### config.mk
export PLATFORM = sky130hd
export DESIGN_NAME = hazard_stall_flat
export DESIGN_NICKNAME = d
export VERILOG_FILES = /design/src/rtl/cpu_pkg.sv /design/src/rtl/hazard_stall_if.sv /design/src/rtl/hazard_sat_cnt.sv /design/src/rtl/hazard_stall.sv /design/src/flat_wrapper.sv
export SDC_FILE = /design/constraint.sdc
export NUM_CORES = 1
export LEC_CHECK = 0
export ABC_CLOCK_PERIOD_IN_PS = 3200
export BUFFER_PORTS_ARGS = -buffer_cell sky130_fd_sc_hd__buf_2
export CORE_ASPECT_RATIO = 1.1
export CORE_UTILIZATION = 45
export DETAILED_ROUTE_END_ITERATION = 10
export PLACE_DENSITY = 0.7
export SKIP_CTS_REPAIR_TIMING = 1
export SKIP_LAST_GASP = 1
export SLEW_MARGIN = 40
export SYNTH_ARGS = -nofsm -noshare
export SYNTH_HDL_FRONTEND = slang
export SYNTH_SLANG_ARGS = --single-unit
### constraint.sdc
create_clock -name clk -period 3.2 [get_ports clk]
set_clock_uncertainty 0.2 [all_clocks]
set_input_delay 0.32 -clock clk [delete_from_list [all_inputs] [get_ports clk]]
set_output_delay 0.32 -clock clk [all_outputs]
set_load 0.05 [all_outputs]
### src/rtl/cpu_pkg.sv
// -----------------------------------------------------------------------------
// cpu_pkg
// Shared CPU-core definitions used by the hazard/stall controller.
//   hazard_state_t : controller states (RUN, LOAD_STALL, MEM_WAIT)
//   REG_WORDS      : default number of architectural registers
//   reg_addr_t     : register-file address type sized from REG_WORDS
// -----------------------------------------------------------------------------
package cpu_pkg;

    localparam int REG_WORDS  = 32;
    localparam int REG_ADDR_W = $clog2(REG_WORDS);

    typedef logic [REG_ADDR_W-1:0] reg_addr_t;

    typedef enum logic [1:0] {
        RUN        = 2'd0,
        LOAD_STALL = 2'd1,
        MEM_WAIT   = 2'd2
    } hazard_state_t;

endpackage

### src/rtl/hazard_stall_if.sv
// -----------------------------------------------------------------------------
// hazard_stall_if
// Bundle between the s2-s4 pipeline and the hazard/stall controller.
//   master : pipeline side (drives hazard sources, receives hold/clear enables)
//   slave  : controller side
// Signals: valid_s2, r1/r2_addr_s2, r1/r2_used_s2, ld_s3, rw_s3, waddr_s3,
//          mem_req_s4, mem_ready_s4, flush  (pipeline -> controller)
//          stall_fe, bubble_s3, stall_all, mem_err, stall_cnt (controller -> pipeline)
// -----------------------------------------------------------------------------
interface hazard_stall_if #(
    parameter int ADDR_LEFT = $clog2(cpu_pkg::REG_WORDS) - 1,
    parameter int CNT_BITS  = 16
);
    logic                 valid_s2;
    logic [ADDR_LEFT:0]   r1_addr_s2;
    logic [ADDR_LEFT:0]   r2_addr_s2;
    logic                 r1_used_s2;
    logic                 r2_used_s2;
    logic                 ld_s3;
    logic                 rw_s3;
    logic [ADDR_LEFT:0]   waddr_s3;
    logic                 mem_req_s4;
    logic                 mem_ready_s4;
    logic                 flush;
    logic                 stall_fe;
    logic                 bubble_s3;
    logic                 stall_all;
    logic                 mem_err;
    logic [CNT_BITS-1:0]  stall_cnt;

    modport master (
        output valid_s2, r1_addr_s2, r2_addr_s2, r1_used_s2, r2_used_s2,
               ld_s3, rw_s3, waddr_s3, mem_req_s4, mem_ready_s4, flush,
        input  stall_fe, bubble_s3, stall_all, mem_err, stall_cnt
    );

    modport slave (
        input  valid_s2, r1_addr_s2, r2_addr_s2, r1_used_s2, r2_used_s2,
               ld_s3, rw_s3, waddr_s3, mem_req_s4, mem_ready_s4, flush,
        output stall_fe, bubble_s3, stall_all, mem_err, stall_cnt
    );

endinterface

### src/rtl/hazard_sat_cnt.sv
// -----------------------------------------------------------------------------
// hazard_sat_cnt
// Saturating up-counter with synchronous clear.
//   clk, rst_ : clock, asynchronous active-low reset
//   inc       : count up by one (holds at all-ones)
//   clr       : clear; clr together with inc loads 1
//   value     : current count
// -----------------------------------------------------------------------------
module hazard_sat_cnt #(
    parameter int WIDTH = 8
) (
    input  logic             clk,
    input  logic             rst_,
    input  logic             inc,
    input  logic             clr,
    output logic [WIDTH-1:0] value
);

    logic [WIDTH-1:0] value_reg;
    logic [WIDTH-1:0] value_next;

    always_comb begin
        value_next = value_reg;
        if (clr) begin
            // clear+inc restarts the count at the current cycle
            value_next = inc ? WIDTH'(1) : '0;
        end else if (inc && !(&value_reg)) begin
            value_next = value_reg + 1'b1;
        end
    end

    always_ff @(posedge clk or negedge rst_) begin
        if (!rst_) begin
            value_reg <= '0;
        end else begin
            value_reg <= value_next;
        end
    end

    assign value = value_reg;

endmodule

### src/rtl/hazard_stall.sv
// -----------------------------------------------------------------------------
// hazard_stall
// Stall side of operand forwarding: detects load-use hazards between s2/s3
// and data-memory wait states in s4, and drives the pipeline hold/clear enables.
//   clk, rst_      : pipeline clock, asynchronous active-low reset
//   bus (slave)    : hazard sources in, stall_fe / bubble_s3 / stall_all /
//                    mem_err / stall_cnt out (see hazard_stall_if)
// Hold/bubble outputs are combinational from state and inputs so the pipeline
// freezes in the same cycle the hazard is seen.
// -----------------------------------------------------------------------------
module hazard_stall
    import cpu_pkg::*;
#(
    parameter int REG_WORDS    = cpu_pkg::REG_WORDS,
    parameter int ADDR_LEFT    = $clog2(REG_WORDS) - 1,
    parameter int LOAD_BUBBLES = 1,
    parameter int MEM_TIMEOUT  = 255,
    parameter int CNT_BITS     = 16
) (
    input  logic          clk,
    input  logic          rst_,
    hazard_stall_if.slave bus
);

    localparam int WAIT_W = $clog2(MEM_TIMEOUT + 1);

    hazard_state_t      state_reg, state_next;
    logic [1:0]         bub_cnt_reg, bub_cnt_next;
    logic               mem_err_reg;
    logic [WAIT_W-1:0]  wait_cnt;
    logic               wait_inc, wait_clr;
    logic [ADDR_LEFT:0] waddr;
    logic               lu, mw, waiting, timeout, hold_all;
    logic               stall_fe_c, bubble_c, stall_inc;

    assign waddr = bus.waddr_s3;

    assign lu = bus.valid_s2 & bus.ld_s3 & bus.rw_s3 & (waddr != '0) &
                ((bus.r1_used_s2 & (bus.r1_addr_s2 == waddr)) |
                 (bus.r2_used_s2 & (bus.r2_addr_s2 == waddr)));

    assign mw       = bus.mem_req_s4 & ~bus.mem_ready_s4;
    assign waiting  = (state_reg == MEM_WAIT);
    // Wait counter holds the number of wait cycles already spent, so this is
    // the MEM_TIMEOUT-th consecutive cycle of the same access.
    assign timeout  = waiting & mw & (wait_cnt == WAIT_W'(MEM_TIMEOUT - 1));
    assign hold_all = mw & ~timeout;

    always_comb begin
        state_next   = state_reg;
        bub_cnt_next = bub_cnt_reg;
        stall_fe_c   = 1'b0;
        bubble_c     = 1'b0;
        wait_inc     = 1'b0;
        wait_clr     = 1'b0;
        if (hold_all) begin
            // Whole pipeline frozen; pending bubbles are kept untouched.
            wait_inc = 1'b1;
            if (!waiting) begin
                wait_clr   = 1'b1;
                state_next = MEM_WAIT;
            end
        end else begin
            if (waiting) begin
                wait_clr = 1'b1;
            end
            // On leaving MEM_WAIT the release cycle behaves like the state
            // being returned to, so no resumed bubble is lost.
            if (bub_cnt_reg != 2'd0) begin
                if (bus.flush) begin
                    bub_cnt_next = 2'd0;
                    state_next   = RUN;
                end else begin
                    stall_fe_c   = 1'b1;
                    bubble_c     = 1'b1;
                    bub_cnt_next = bub_cnt_reg - 2'd1;
                    state_next   = (bub_cnt_reg == 2'd1) ? RUN : LOAD_STALL;
                end
            end else begin
                state_next = RUN;
                if (!bus.flush && lu) begin
                    stall_fe_c = 1'b1;
                    bubble_c   = 1'b1;
                    if (LOAD_BUBBLES > 1) begin
                        state_next   = LOAD_STALL;
                        bub_cnt_next = 2'(LOAD_BUBBLES - 1);
                    end
                end
            end
        end
    end

    always_ff @(posedge clk or negedge rst_) begin
        if (!rst_) begin
            state_reg   <= RUN;
            bub_cnt_reg <= 2'd0;
            mem_err_reg <= 1'b0;
        end else begin
            state_reg   <= state_next;
            bub_cnt_reg <= bub_cnt_next;
            if (timeout) begin
                mem_err_reg <= 1'b1;
            end
        end
    end

    hazard_sat_cnt #(.WIDTH(WAIT_W)) u_wait_cnt (
        .clk   (clk),
        .rst_  (rst_),
        .inc   (wait_inc),
        .clr   (wait_clr),
        .value (wait_cnt)
    );

    assign stall_inc = bus.stall_fe | bus.stall_all;

    hazard_sat_cnt #(.WIDTH(CNT_BITS)) u_stall_cnt (
        .clk   (clk),
        .rst_  (rst_),
        .inc   (stall_inc),
        .clr   (1'b0),
        .value (bus.stall_cnt)
    );

    // Enables are forced low for as long as reset is asserted.
    assign bus.stall_all = rst_ & hold_all;
    assign bus.stall_fe  = rst_ & stall_fe_c;
    assign bus.bubble_s3 = rst_ & bubble_c;
    assign bus.mem_err   = mem_err_reg;

endmodule

### src/flat_wrapper.sv
// flat-port wrapper written by rule: the top's interface ports become plain ports
module hazard_stall_flat import cpu_pkg::*;
#(
    parameter int REG_WORDS    = cpu_pkg::REG_WORDS,
    parameter int ADDR_LEFT    = $clog2(REG_WORDS) - 1,
    parameter int LOAD_BUBBLES = 1,
    parameter int MEM_TIMEOUT  = 255,
    parameter int CNT_BITS     = 16
)
  (clk, rst_, bus_valid_s2, bus_r1_addr_s2, bus_r2_addr_s2, bus_r1_used_s2, bus_r2_used_s2, bus_ld_s3, bus_rw_s3, bus_waddr_s3, bus_mem_req_s4, bus_mem_ready_s4, bus_flush, bus_stall_fe, bus_bubble_s3, bus_stall_all, bus_mem_err, bus_stall_cnt);
  hazard_stall_if #(.ADDR_LEFT(ADDR_LEFT), .CNT_BITS(CNT_BITS)) bus_i ();
  input  logic clk;
  input  logic rst_;
  input wire logic [$bits(bus_i.valid_s2)-1:0] bus_valid_s2;
  input wire logic [$bits(bus_i.r1_addr_s2)-1:0] bus_r1_addr_s2;
  input wire logic [$bits(bus_i.r2_addr_s2)-1:0] bus_r2_addr_s2;
  input wire logic [$bits(bus_i.r1_used_s2)-1:0] bus_r1_used_s2;
  input wire logic [$bits(bus_i.r2_used_s2)-1:0] bus_r2_used_s2;
  input wire logic [$bits(bus_i.ld_s3)-1:0] bus_ld_s3;
  input wire logic [$bits(bus_i.rw_s3)-1:0] bus_rw_s3;
  input wire logic [$bits(bus_i.waddr_s3)-1:0] bus_waddr_s3;
  input wire logic [$bits(bus_i.mem_req_s4)-1:0] bus_mem_req_s4;
  input wire logic [$bits(bus_i.mem_ready_s4)-1:0] bus_mem_ready_s4;
  input wire logic [$bits(bus_i.flush)-1:0] bus_flush;
  output wire logic [$bits(bus_i.stall_fe)-1:0] bus_stall_fe;
  output wire logic [$bits(bus_i.bubble_s3)-1:0] bus_bubble_s3;
  output wire logic [$bits(bus_i.stall_all)-1:0] bus_stall_all;
  output wire logic [$bits(bus_i.mem_err)-1:0] bus_mem_err;
  output wire logic [$bits(bus_i.stall_cnt)-1:0] bus_stall_cnt;
  assign bus_i.valid_s2 = bus_valid_s2;
  assign bus_i.r1_addr_s2 = bus_r1_addr_s2;
  assign bus_i.r2_addr_s2 = bus_r2_addr_s2;
  assign bus_i.r1_used_s2 = bus_r1_used_s2;
  assign bus_i.r2_used_s2 = bus_r2_used_s2;
  assign bus_i.ld_s3 = bus_ld_s3;
  assign bus_i.rw_s3 = bus_rw_s3;
  assign bus_i.waddr_s3 = bus_waddr_s3;
  assign bus_i.mem_req_s4 = bus_mem_req_s4;
  assign bus_i.mem_ready_s4 = bus_mem_ready_s4;
  assign bus_i.flush = bus_flush;
  assign bus_stall_fe = bus_i.stall_fe;
  assign bus_bubble_s3 = bus_i.bubble_s3;
  assign bus_stall_all = bus_i.stall_all;
  assign bus_mem_err = bus_i.mem_err;
  assign bus_stall_cnt = bus_i.stall_cnt;
  hazard_stall #(.REG_WORDS(REG_WORDS), .ADDR_LEFT(ADDR_LEFT), .LOAD_BUBBLES(LOAD_BUBBLES), .MEM_TIMEOUT(MEM_TIMEOUT), .CNT_BITS(CNT_BITS)) u_core (.clk(clk), .rst_(rst_), .bus(bus_i));
endmodule
==> metrics, run 1 <==
Synth Instances around 150; Worst Hold Path Cells 2; GRT overflow 0; CTS tree done; Core Util, Final between 50% and 60%; clock slew at reported path FFs 90 ps; CP startpoint u_core.u_wait_cnt.value[0]; DRT iter0 DRCs 38; WP data arrival 2950 ps; r2r startpoint u_core.u_wait_cnt.value[0]; crit path time final 2930 ps; RSZ-0062 raised after global routing no; Layout Nets 233; DP Wirelength between 2000 and 2500 um; hold path endpoint u_core.bub_cnt_reg[1]; Avg Cell Area, Syn 10.7 um2; WL final about 3300 um; number of global-route vias before repair about 1300; Slew Limit Fails 0; I/O Buffers 44; Setup crit start kind flop; syn nets 185; Hold WC Path Type in -> reg; vias 1330; hold path startpoint bus_flush; flops & latches, synth 29; Initial Util around 48%; Hold Vio Cnt, Final 0; Overall Power 1.07 mW; largest area contributor in the netlist dfrtp_1; Worst IR Drop VDD approximately 0.45 mV; synth-to-layout area growth 18.6%; Detail Route Antenna Nets 0; reg2reg end u_core.u_stall_cnt.value[1]; Total Routing Usage GR 19.4%; Commonest cells post-synth 29 x dfrtp_1, 25 x xnor2_1, 19 x nand4_1; hold slack approximately 18 ps; largest net degree at the start of global routing 32; largest cells by area after synthesis dfrtp_1 44%, xnor2_1 13%, nand4_1 7.2%; final setup violation count 0; actual slew at the worst max-slew pin 483 ps; ant diodes 0; Syn Std Cell Area 1640 um2; top cell type's share of synthesized area 44.2%; Pleak a little over 0.9 nW; Setup CP Type reg -> reg; max-cap violations 0; clock sinks 29; clk_lat worst skew 330 ps; DRC 0; Cell Rows 22; Final WS setup ~270 ps; CORE AREA ~3400 um2; RD Place Congestion 0.810; Pwr Density 549 nW/um2; WL/cell ~13 um; crit-path max FO 16; CP Capture Type flop; number of flip-flops in the largest register 16; height of the die between 60 and 70 um; cells on worst reg2reg path 8; CTS Root Cell clkbuf_4; die area between 3000 and 4000 um2; status completed; pre-CTS WS between 200 and 300 ps; Worst EP required 3210 ps; number of flops mapped to enable cells by yosys 0; Tcrit/Tclk final 91.6%; clk buf depth 2; most numerous cell in the Yosys netlist dfrtp_1; share of layout cells above drive strength 1 between 30% and 40%; Ys Warns 0; main flop type after synthesis dfrtp_1; htree depth 2; sequential area share after synthesis 44.2%; Pre-Repair DR Iteration Count 4; # IOs 45; initial antenna violation count 0; Inserted Clock Buffers 5; Max Fclk 341 MHz; Slew headroom 67.5%; first-pass GRT wire length approximately 5600 um; r2r setup slk between 200 and 300 ps; setup TNS 0 ps; via/cell ratio 5.30; die width 59.6 um; Netlist cell types 42; Async SR Flop Fraction 100%
## cell type report
| class | count | area (um2) |
|---|---|---|
| Tap cell | 48 | 60.1 |
| Sequential cell | 29 | 726 |
| Inverter | 3 | 11.3 |
| Multi-Input combinational cell | 117 | 865 |
| Timing Repair Buffer | 46 | 238 |
| Fill cell | 334 | 1470 |
| Clock buffer | 8 | 48.8 |
## worst max-delay path: stages (launching register included)
cell and delay, ps:
dfrtp_1 420, inv_1 90, ha_1 150, and4b_4 260, a31oi_4 130, or3b_4 410, or4b_1 530, nand2_2 260
mux2_2 370
## power by group
| group | internal, mW | switching, mW | leakage (nW) | total (mW) |
|---|---|---|---|---|
| Sequential | 0.421 | 0.0709 | 0.389 | 0.491 |
| Clock | 0.0873 | 0.116 | 0.0265 | 0.203 |
| Combinational | 0.124 | 0.252 | 0.494 | 0.376 |
| Total | 0.632 | 0.438 | 0.909 | 1.07 |
## how the worst max path moves through the flow
stage | endpoint | depth (start not counted)
6_report | u_core.u_stall_cnt.value[1] | 8
5_1_grt | u_core.u_stall_cnt.value[9] | 9
4_1_cts | u_core.u_stall_cnt.value[1] | 8
3_5_place_dp | u_core.u_stall_cnt.value[1] | 8
3_3_place_gp | u_core.u_stall_cnt.value[1] | 8
2_1_floorplan | bus_stall_fe | 7
## per-layer routing
layer / up-vias / routed length, um / share of wire [%] / global-route usage, %
li1: 653 / - / - / -
met1: 637 / 1360 / 41 / 21.0
met2: 32 / 1780 / 53 / 32.9
met3: 8 / 147 / 4.4 / 6.10
met4: 0 / 43 / 1.3 / 11.0
met5: - / 0 / 0 / 0
## stage by stage
step           area, um2  std cells
6_report            1950        251
5_1_grt             1950        251
4_1_cts             1940        250
3_5_place_dp        1890        242
3_3_place_gp        1890        242
2_1_floorplan       1640        154
## placed cells by master, fill, tap and decap left out, types with 3 or more instances in the layout
| cell | synthesis | routed |
|---|---|---|
| buf_2 | 0 | 44 |
| dfrtp_1 | 29 | 29 |
| xnor2_1 | 25 | 25 |
| nand4_1 | 19 | 19 |
| nand2_1 | 9 | 9 |
| nor2_1 | 7 | 7 |
| and3_1 | 7 | 7 |
| ha_1 | 6 | 6 |
| clkbuf_4 | 0 | 5 |
| xor2_1 | 4 | 4 |
| inv_1 | 3 | 3 |
| a21oi_1 | 3 | 3 |
| o21ai_0 | 3 | 3 |
| clkbuf_1 | 0 | 3 |
## cell families after synthesis
family          synth area share [%]
compound gates                  7.46
flops                           44.2
xor+xnor                        15.5
simple gates                    23.8
mux                             1.37
fa+ha+maj                       4.57
buf+inv                         3.20
No activity file was read; power rests on OpenSTA's default activity.
==> run 2: changes to the inputs <==
--- a/config.mk
+++ b/config.mk
@@ -10,7 +10,7 @@
 export CORE_ASPECT_RATIO = 1.1
 export CORE_UTILIZATION = 45
 export DETAILED_ROUTE_END_ITERATION = 10
-export PLACE_DENSITY = 0.7
+export PLACE_DENSITY_LB_ADDON = 0.08
 export SKIP_CTS_REPAIR_TIMING = 1
 export SKIP_LAST_GASP = 1
 export SLEW_MARGIN = 40
==> constraint.sdc (replaced) <==
create_clock -name clk -period 3.2 [get_ports clk]
set_clock_uncertainty 0.2 [all_clocks]
set_input_delay 0.8 -clock clk [delete_from_list [all_inputs] [get_ports clk]]
set_output_delay 0.8 -clock clk [all_outputs]
set_load 0.02 [all_outputs]
==> run 2 against run 1 <==
  * Cell count is the same
  * Die area is the same
  * Sequential share of layout area shrank 0.21 points
  * Highest routed layer unchanged
==> metrics, run 2 (synthesized netlist as in run 1, its figures left out) <==
Slew Limit Fails 0 (unchanged); Pleak 0.920 nW (+1.2%); status completed; Pwr Density 514 nW/um2 (-6.5%); cells on worst reg2reg path 8 (unchanged); Detail Route Antenna Nets 0 (unchanged); met1 usage 25.9% (+4.8 points); die width 59.6 um (unchanged); Cell Rows 22 (unchanged); DP Wirelength 2490 um (+0.83%); clock sinks 29 (unchanged); final setup violation count 0 (unchanged); Inserted Clock Buffers 5 (unchanged); RSZ-0062 raised after global routing no; # IOs 45 (unchanged); Initial Util 48.1% (unchanged); CORE AREA 3410 um2 (unchanged); DRT iter0 DRCs 38 (unchanged); Slew headroom 67.1% (-0.37 points); WP data arrival 2080 ps (-870 ps); clk_lat worst skew 330 ps (about the same); Layout Nets 234 (+0.43%); Total Routing Usage GR 20.0% (+0.55 points); max-cap violations 0 (unchanged); synth-to-layout area growth 19.3%; CP Capture Type output port; most common cell after layout, fill and taps aside buf_2; DRC 0 (unchanged); via/cell ratio 5.27 (-0.53%); GRT overflow 0 (unchanged); vias 1323 (-0.53%); I/O Buffers 44 (unchanged); Hold WC Path Type in -> async; Setup CP Type reg -> out; ant diodes 0 (unchanged); met2 GRT Util 32.3% (-0.56 points); actual slew at the worst max-slew pin 489 ps (+5.50 ps); Worst EP required 2200 ps (-1010 ps); CTS tree done; die area 3900 um2 (unchanged); CTS Root Cell clkbuf_4; most frequent cells in the layout 44 x buf_2, 29 x dfrtp_1, 25 x xnor2_1; GR Util met3 4.92% (-1.2 points); height of the die 65.4 um (unchanged); largest net degree at the start of global routing 32 (unchanged); setup TNS 0 ps (unchanged); Core Util, Final 57.4% (+0.33 points); crit path time final 3080 ps (+148 ps); WL final 3310 um (-0.45%); number of global-route vias before repair 1339 (+3.5%); Pre-Repair DR Iteration Count 4 (unchanged); RD Place Congestion 0.827 (+2.2%); crit-path max FO 4 (-12); first-pass GRT wire length 5850 um (+5.0%); htree depth 2 (unchanged); WL/cell 13.2 um (-0.45%); share of layout cells above drive strength 1 32.5% (+1.5 points); Worst IR Drop VDD 0.293 mV (-34%); Hold Vio Cnt, Final 0 (unchanged); Max Fclk 325 MHz (-4.8%); initial antenna violation count 0 (unchanged); GR peak layer met2; hold slack 281 ps (+263 ps); clock slew at reported path FFs 90 ps (about the same); clk buf depth 2 (unchanged); number of flip-flops in the largest register 16 (unchanged); Setup crit start kind flop; Tcrit/Tclk final 96.2% (+4.6 points)
==> run 2: metrics by stage <==
| step | total power [mW] | cells | area, um2 | setup WS [ps] |
|---|---|---|---|---|
| finish | 1.01 | 251 | 1960 | 122 |
| detailed placement | 0.792 | 244 | 1900 | 164 |
| global placement | 0.781 | 244 | 1900 | 188 |
| global route | 1.08 | 251 | 1960 | 2.70 |
| floorplan | 0.702 | 154 | 1640 | 166 |
| CTS | 1.02 | 251 | 1960 | 91.1 |
==> run 2: cell type report <==
cell class / count / area, um2
multi-input combinational: 117 / 865
fill: 341 / 1450
timing repair buffer: 47 / 243
sequential: 29 / 726
inverter: 3 / 11.3
tap: 48 / 60.1
clock buffer: 7 / 55.1
==> run 2: final timing paths <==
path                                                  from                           end  slack [ps]
min in group clk                        u_core.bus.mem_err            u_core.bus.mem_err         280
worst min register to register          u_core.bus.mem_err            u_core.bus.mem_err         280
worst min-delay path                                  rst_   u_core.u_stall_cnt.value[6]         280
max in group asynchronous                             rst_  u_core.u_stall_cnt.value[11]        2240
worst max-delay path            u_core.u_wait_cnt.value[0]                  bus_stall_fe         120
worst max register to register  u_core.u_wait_cnt.value[0]   u_core.u_stall_cnt.value[1]         320
==> run 2: where the power goes <==
part           switching, mW  total (mW)  internal, mW
combinational          0.167       0.292         0.125
clock                  0.119       0.223         0.104
sequential            0.0723       0.493         0.421
total                  0.358        1.01         0.649
==> run 2: per-layer routing <==
layer	part of all wire [%]	wire length (um)
met1	45	1500
met2	49	1630
met3	4.8	160
met4	0.72	24
met5	0	0
==> run 2: worst max-delay path: stages, from the launching register on <==
cell     delay, ps
dfrtp_1        420
inv_1           90
ha_1           160
and4b_4        260
a31oi_4        100
or3b_4         390
a21oi_1        150
buf_2          190
